==> config.mk <==
export PLATFORM = sky130hd
export DESIGN_NAME = booth_mult_seq
export DESIGN_NICKNAME = d
export VERILOG_FILES = /design/src/rtl/booth_mult_seq.sv
export SDC_FILE = /design/constraint.sdc
export NUM_CORES = 1
export LEC_CHECK = 0
export ABC_AREA = 1
export CORE_ASPECT_RATIO = 0.8
export CORE_UTILIZATION = 60
export CTS_BUF_LIST = sky130_fd_sc_hd__clkbuf_4 sky130_fd_sc_hd__clkbuf_8
export CTS_CLUSTER_DIAMETER = 150
export DETAILED_ROUTE_END_ITERATION = 12
export HOLD_SLACK_MARGIN = 0.03
export PLACE_DENSITY = 0.83
export SYNTH_ARGS = -nofsm -noshare
export SYNTH_HDL_FRONTEND = slang
export SYNTH_SLANG_ARGS = --single-unit
==> constraint.sdc <==
create_clock -name clk -period 3.2 [get_ports clk]
set_input_delay 0.32 -clock clk [delete_from_list [all_inputs] [get_ports clk]]
set_output_delay 0.32 -clock clk [all_outputs]
set_load 0.02 [all_outputs]
==> src/rtl/booth_mult_seq.sv <==
// Iterative radix-4 Booth multiplier: one Booth digit retired per clock
// into a single accumulator, with valid/ready handshakes on both sides.
module booth_mult_seq #(
    parameter int WIDTH = 8
) (
    input  logic                 clk,
    input  logic                 rst,
    input  logic                 in_valid,
    output logic                 in_ready,
    input  logic                 signed_mode,
    input  logic [WIDTH-1:0]     mcand,
    input  logic [WIDTH-1:0]     mlier,
    output logic                 out_valid,
    input  logic                 out_ready,
    output logic [2*WIDTH-1:0]   product,
    output logic                 busy
);

    localparam int PW = 2*WIDTH + 2;
    localparam int MW = WIDTH + 3;
    localparam int CW = $clog2(WIDTH/2 + 2);

    if ((WIDTH % 2) != 0 || WIDTH < 4) begin : g_bad_width
        $error("booth_mult_seq: WIDTH must be even and >= 4");
    end

    typedef enum logic [1:0] {
        IDLE,
        RUN,
        DONE
    } state_t;

    state_t          state;
    logic [PW-1:0]   acc;
    logic [PW-1:0]   mc;
    logic [MW-1:0]   ml;
    logic [CW-1:0]   cnt;
    logic            sgn;

    logic [PW-1:0]   pp;
    logic [PW-1:0]   acc_nxt;
    logic [CW-1:0]   cnt_last;
    logic            ext_mc;
    logic            ext_ml;

    assign ext_mc = signed_mode & mcand[WIDTH-1];
    assign ext_ml = signed_mode & mlier[WIDTH-1];

    // Unsigned operands need one extra digit to absorb the top bit.
    assign cnt_last = sgn ? CW'(WIDTH/2 - 1) : CW'(WIDTH/2);

    // mc is pre-shifted by 2 per digit, so the low triplet of ml
    // always lines up with the current weight.
    always_comb begin
        pp = '0;
        unique case (ml[2:0])
            3'b001, 3'b010: pp = mc;
            3'b011:         pp = mc << 1;
            3'b100:         pp = -(mc << 1);
            3'b101, 3'b110: pp = -mc;
            default:        pp = '0;
        endcase
    end

    assign acc_nxt = acc + pp;

    assign in_ready  = (state == IDLE) && !rst;
    assign out_valid = (state == DONE);
    assign busy      = (state != IDLE);

    always_ff @(posedge clk) begin
        if (rst) begin
            state   <= IDLE;
            acc     <= '0;
            mc      <= '0;
            ml      <= '0;
            cnt     <= '0;
            sgn     <= 1'b0;
            product <= '0;
        end else begin
            unique case (state)
                IDLE: begin
                    if (in_valid) begin
                        mc    <= {{(WIDTH+2){ext_mc}}, mcand};
                        ml    <= {{2{ext_ml}}, mlier, 1'b0};
                        sgn   <= signed_mode;
                        acc   <= '0;
                        cnt   <= '0;
                        state <= RUN;
                    end
                end
                RUN: begin
                    acc <= acc_nxt;
                    mc  <= mc << 2;
                    ml  <= ml >> 2;
                    cnt <= cnt + 1'b1;
                    if (cnt == cnt_last) begin
                        product <= acc_nxt[2*WIDTH-1:0];
                        state   <= DONE;
                    end
                end
                DONE: begin
                    if (out_ready) begin
                        state <= IDLE;
                    end
                end
                default: state <= IDLE;
            endcase
        end
    end

endmodule

Word level (Yosys, flattened, before mapping)
Cells that the tools add are included.
W data, S select, Z words.

storage, ports and cells
  logic and storage cells = 50
  input port bits = 21
  register bits after elaboration = 69

cells by class
  equal/unequal tests = 12
  mux-type cells = 14
  reductions and logical operators = 11
  bitwise gates (word level) = 2
  add/sub/neg operators = 4

operator list
  kind                   number
  $pmux W18 S2           2
  $pmux W18 S4           1
  $mux W18               2
  $neg A18 Y18           2
  $pmux W11 S2           1
  $add A18 B18 Y18       1
  $mux W11               1
  $eq A3 B3 Y1 const B   3
  $eq A3 B2 Y1 const B   2
  $mux W2                3
  $mux W3                2
  $pmux W2 S3            1
  $pmux W3 S2            1
  $reduce_and A2 Y1      3
  $ne A2 B2 Y1 const B   2
  $reduce_bool A2 Y1     2
  $reduce_or A2 Y1       2
  $add A3 B1 Y3 const B  1
  $eq A3 B1 Y1 const B   1
  $eq A3 B3 Y1           1
  $reduce_and A3 Y1      1
  $and A1 B1 Y1          2
  $eq A2 B1 Y1 const B   1
  $eq A2 B2 Y1 const B   1
  4 further kinds        4

Longest topological paths before layout
Gate-level depths: netlist of run 1.

  depth after elaboration = 5
  gate-level depth with buffers = 23
  depth with buffers taken out = 23

Worst setup path before layout of run 1
No wires, ideal clock.

  path kind = reg2reg
  start point = reg mc[0]
  end point = reg product[13]
  cell stages (with the launch flop) = 21
  period minus slack after synthesis = 2.725 ns
  slack = 0.475 ns
  data arrival time = 2.617 ns
  setup time = 0.109 ns
  data required time = 3.091 ns
  buffers on the path = 0
  cell sequence = dfxtp_1 > inv_1 > ha_1 > inv_1 > nor2_4 > xor2_1 > inv_1 > a221oi_1 > o21ai_0 > ha_1 > nand2_1 > inv_1 > a21oi_2 > nand2_1 > a21o_2 > nand2_2 > nand3_1 > nand2_1 > nand2_1 > nand2_1 > inv_1

between the ends
  word-level cells in the longest chain between the ends = 3
  elaborated cells on any way between the ends = 4

ends and longest elaborated chain
  what                                    RTL line  text
  start, declared                         35        logic [PW-1:0] mc;
  start signal, assigned                  84        mc <= {{(WIDTH+2){ext_mc}}, mcand};
  start signal, assigned                  94        mc <= mc << 2;
  $neg A18 Y18, on equally long branches  60, 59
  $pmux W18 S4 *                          56        unique case (ml[2:0])
  $add A18 B18 Y18 *                      65        assign acc_nxt = acc + pp;
  end signal, assigned                    98        product <= acc_nxt[2*WIDTH-1:0];
  end, declared                           15        output logic [2*WIDTH-1:0] product,

Every way passes the cells marked *; elsewhere a longest branch is shown, timed or not.
A chain may end at the register's enable or synchronous reset.

Worst setup path after layout of run 1
  start point = reg mc[1]
  end point = reg acc[11]

between the ends
  word-level cells in the longest chain between the ends = 4
  elaborated cells on any way between the ends = 5

ends and longest elaborated chain
  what                                    RTL line  text
  $neg A18 Y18, on equally long branches  60, 59
  $pmux W18 S4 *                          56
  $add A18 B18 Y18 *                      65
  $pmux W18 S2 *                          81        unique case (state)
  end signal, assigned                    93        acc <= acc_nxt;
  end, declared                           34        logic [PW-1:0] acc;

Marked as above.

==> results of run 1 <==
-- per-stage QoR --
step                setup WS [ns]  instance area (um^2)
CTS                         0.110                  4630
finish                      0.263                  4670
floorplan                   0.475                  4080
detailed placement          0.133                  4450
global placement            0.235                  4450
global route             -0.00897                  4670
-- metal layers --
metal	share of wire, %	wire (um)	track usage (%)
met5	0	0	0
met4	1.1	102	8.03
met1	47	4420	34.1
met2	48	4460	49.6
met3	3.5	321	5.39
-- worst min-delay path by stage --
| stage | startpoint | endpoint | slack, ns | cells past startpoint |
|---|---|---|---|---|
| 4_1_cts | rst | acc[15] | 0.41 | 2 |
| 3_3_place_gp | ml[6] | ml[6] | 0.44 | 2 |
| 2_1_floorplan | ml[5] | ml[5] | 0.43 | 2 |
| 6_report | rst | acc[15] | 0.43 | 2 |
| 5_1_grt | rst | acc[12] | 0.45 | 2 |
| 3_5_place_dp | ml[6] | ml[6] | 0.45 | 2 |
-- placed cells by master, fill, tap and decap left out, types with 3 or more instances in the layout --
master / count
nor2_4: 4
o21a_1: 5
o2111ai_1: 5
a31oi_1: 14
buf_4: 8
nand3b_1: 4
nand2_2: 3
inv_2: 5
clkbuf_8: 10
nand3_1: 26
xor2_1: 18
dfxtp_1: 64
nor3_1: 3
clkdlybuf4s50_1: 38
ha_1: 16
clkinvlp_4: 3
o21ai_0: 9
a21oi_1: 44
o21ai_1: 6
o22ai_1: 5
o211ai_1: 3
nand2_1: 155
a21oi_2: 4
o21bai_1: 5
a211oi_1: 19
inv_1: 69
a221o_1: 3
nor2_1: 37
nor2_2: 4
nand3_2: 3
-- cells by family (layout without fill, tap and decap cells) --
kind of cell | count (synthesis) | in the layout | share of synthesized area, %
AO/OA/AOI/OAI | 130 | 130 | 20.3
XOR/XNOR | 20 | 20 | 4.30
adder cells (fa/ha/maj) | 18 | 18 | 5.71
buffers and inverters | 98 | 137 | 10.8
flip-flops | 64 | 64 | 31.4
AND/OR/NAND/NOR | 250 | 250 | 27.5
-- sequential cells by signal, indices dropped and copies added (netlist names) --
register  flops
ml           10
acc          16
sgn           1
mc           16
cnt           3
product      16
state         2
-- repair_timing --
action,in CTS,in global routing
buffers inserted,0,2
resized for setup,0,9
setup endpoints to repair,0,11
-- final cells by class --
cell class,instances,area share (%)
timing repair buffer,47,9.53
inverter,74,5.94
sequential,64,27.4
clock inverter,5,0.696
clock buffer,11,3.11
multi-input combinational,418,51.1
tap,84,2.25
-- cell usage after synthesis (2+ instances only) --
cell type / n / area [um^2]
o21bai_1: 5 / 37.5
nor3_1: 4 / 20.0
nor2_2: 3 / 18.8
a221o_1: 3 / 30.0
a21oi_2: 3 / 26.3
ha_1: 17 / 213
inv_1: 70 / 263
o21ai_1: 5 / 25.0
and2_1: 2 / 12.5
a221oi_1: 3 / 26.3
buf_4: 2 / 15.0
nor2_4: 4 / 45.0
clkbuf_1: 7 / 26.3
o211ai_1: 3 / 22.5
a211oi_1: 19 / 143
buf_6: 2 / 22.5
clkbuf_8: 4 / 55.1
nand3b_1: 4 / 30.0
nand2_1: 156 / 586
o2111ai_1: 5 / 43.8
o22ai_1: 5 / 31.3
inv_2: 4 / 15.0
xor2_1: 18 / 158
o21ai_0: 10 / 50.1
nor2_8: 2 / 40.0
nand3_2: 3 / 30.0
o21a_1: 5 / 37.5
nor2_1: 38 / 143
a31oi_1: 14 / 87.6
nand4_1: 2 / 12.5
a21oi_1: 45 / 225
nand3_1: 26 / 130
xnor2_1: 2 / 17.5
a21o_1: 2 / 15.0
buf_2: 9 / 45.0
dfxtp_1: 64 / 1280
nand2_2: 2 / 12.5
-- report_power, final --
group          switching, mW  internal [mW]  total, mW
clock network          0.330          0.308      0.638
logic                  0.361          0.216      0.577
registers             0.0354          0.838      0.873
total                  0.726           1.36       2.09
-- critical path, cell delays in order, from the launching register on --
cell and delay, ns:
dfxtp_1 0.33, inv_2 0.13, ha_4 0.16, inv_1 0.06, nor2_4 0.15, xor2_1 0.17, inv_1 0.08, a221oi_2 0.24
o21ai_1 0.10, ha_1 0.38, nand2_2 0.11, inv_1 0.05, a21oi_2 0.15, nand2_1 0.13, a21o_2 0.24, xor2_1 0.19
nand2_1 0.07, a21oi_1 0.13
==> reports/qor.yml, run 1 <==
yosys:
  synth_nets: 619
  ys_types: 45
  seq_area_frac_synth_pct: 31.4
  synth_top_flop_cell: "dfxtp_1"
  synth_area_um2: 4080
  netlist_instances: 580
  yosysWarningCount: 0
  syn_area_per_cell_um2: 7.03
  ys_ff_latch: 64
  synth_edf_count: 0
  ys_async_sr_fraction_pct: 0
setup_path:
  worstPathRequired_ns: 3.48
  r2r_end: "acc[11]"
  crit_path_end_kind: "register"
  crit_start: "mc[1]"
  cp_data_arrival_time_ns: 3.22
  r2r_slack_ns: 0.26
  crit_path_end: "acc[11]"
  reg2reg_depth: 17
  cp_max_fo: 5
  critPathLaunchType: "register"
  r2r_start: "mc[1]"
  crit_type: "register to register"
global_route:
  grt_first_pass_wirelength_um: 15400
  first_global_vias: 3466
  antenna_found_initial: 0
  grt_usage_pct: 27.7
  grt_max_degree: 44
  grt-ovfl-total: 0
timing:
  finalCriticalPeriod_ns: 2.94
  worst_pin_slew_ns: 0.546
  fin_skew_ns: 0.0104
  hold_viol: 0
  fin_crit_sh_pct: 91.8
  report.final.slew_viol_count: 0
  tns_ns: 0
  setup_viol: 0
  clock.fmax_ghz: 0.341
  hold_slack_ns: 0.433
  slew_headroom_pct: 63.5
clock_tree:
  cts_hold_buf: 0
  htreeDepth: 3
  cts_sinks: 64
  cts_inserted_buffers: 9
  root_buffer: "clkbuf_8"
  clk_latency_ns: 0.35
  path_clk_slew_ns: 0.08
  cts_tree: "built"
  clockBufferDepth: 2
power:
  ir_drop_mv: 0.262
  power_density_nw_per_um2: 447
  leakage_nw: 1.96
  total_power_mw: 2.09
hold_path:
  hp-class: "input pin to register"
placement:
  gp_congestion: 0.921
  dpl.hpwl_um: 6730
  place_inst: 685
  io_buffers: 39
cells_and_area:
  stdcell_count: 703
  area_growth_pct: 14.6
  post-route-util_pct: 72.2
  seq_area_um2: 1280
  nets: 653
  drive_above_1_share_pct: 9.21
  multi_input_area_um2: 2390
  antenna_cells: 0
  n_fill_cell: 537
run:
  drv_cap: 0
detailed_routing:
  drt_iter0_markers: 159
  wirelength_um: 9300
  ant_nets: 0
  drc_errors: 0
  vias: 3846
  drt-wirelength-per-cell_um: 13.2
  avgViaCountPerCell: 5.47
  drt_pass1_iterations: 7
floorplanning:
  fp.dieW_um: 94.2
  initial_core_util_pct: 63.0
  die-area_um2: 7130
  die_h_um: 75.7
  io_pins: 40
  core_area_um2: 6470
  rows: 26
outcome:
  outcome: "complete, no violations"
(Power assumes the default switching activity.)
==> run 2: changes to the inputs <==
--- a/config.mk
+++ b/config.mk
@@ -13,6 +13,7 @@
 export DETAILED_ROUTE_END_ITERATION = 12
 export HOLD_SLACK_MARGIN = 0.03
 export PLACE_DENSITY = 0.83
+export SKIP_CTS_REPAIR_TIMING = 1
 export SYNTH_ARGS = -nofsm -noshare
 export SYNTH_HDL_FRONTEND = slang
 export SYNTH_SLANG_ARGS = --single-unit
==> results of run 2 <==
Same layout as run 1: the final DEF is identical, and so are final timing and power.
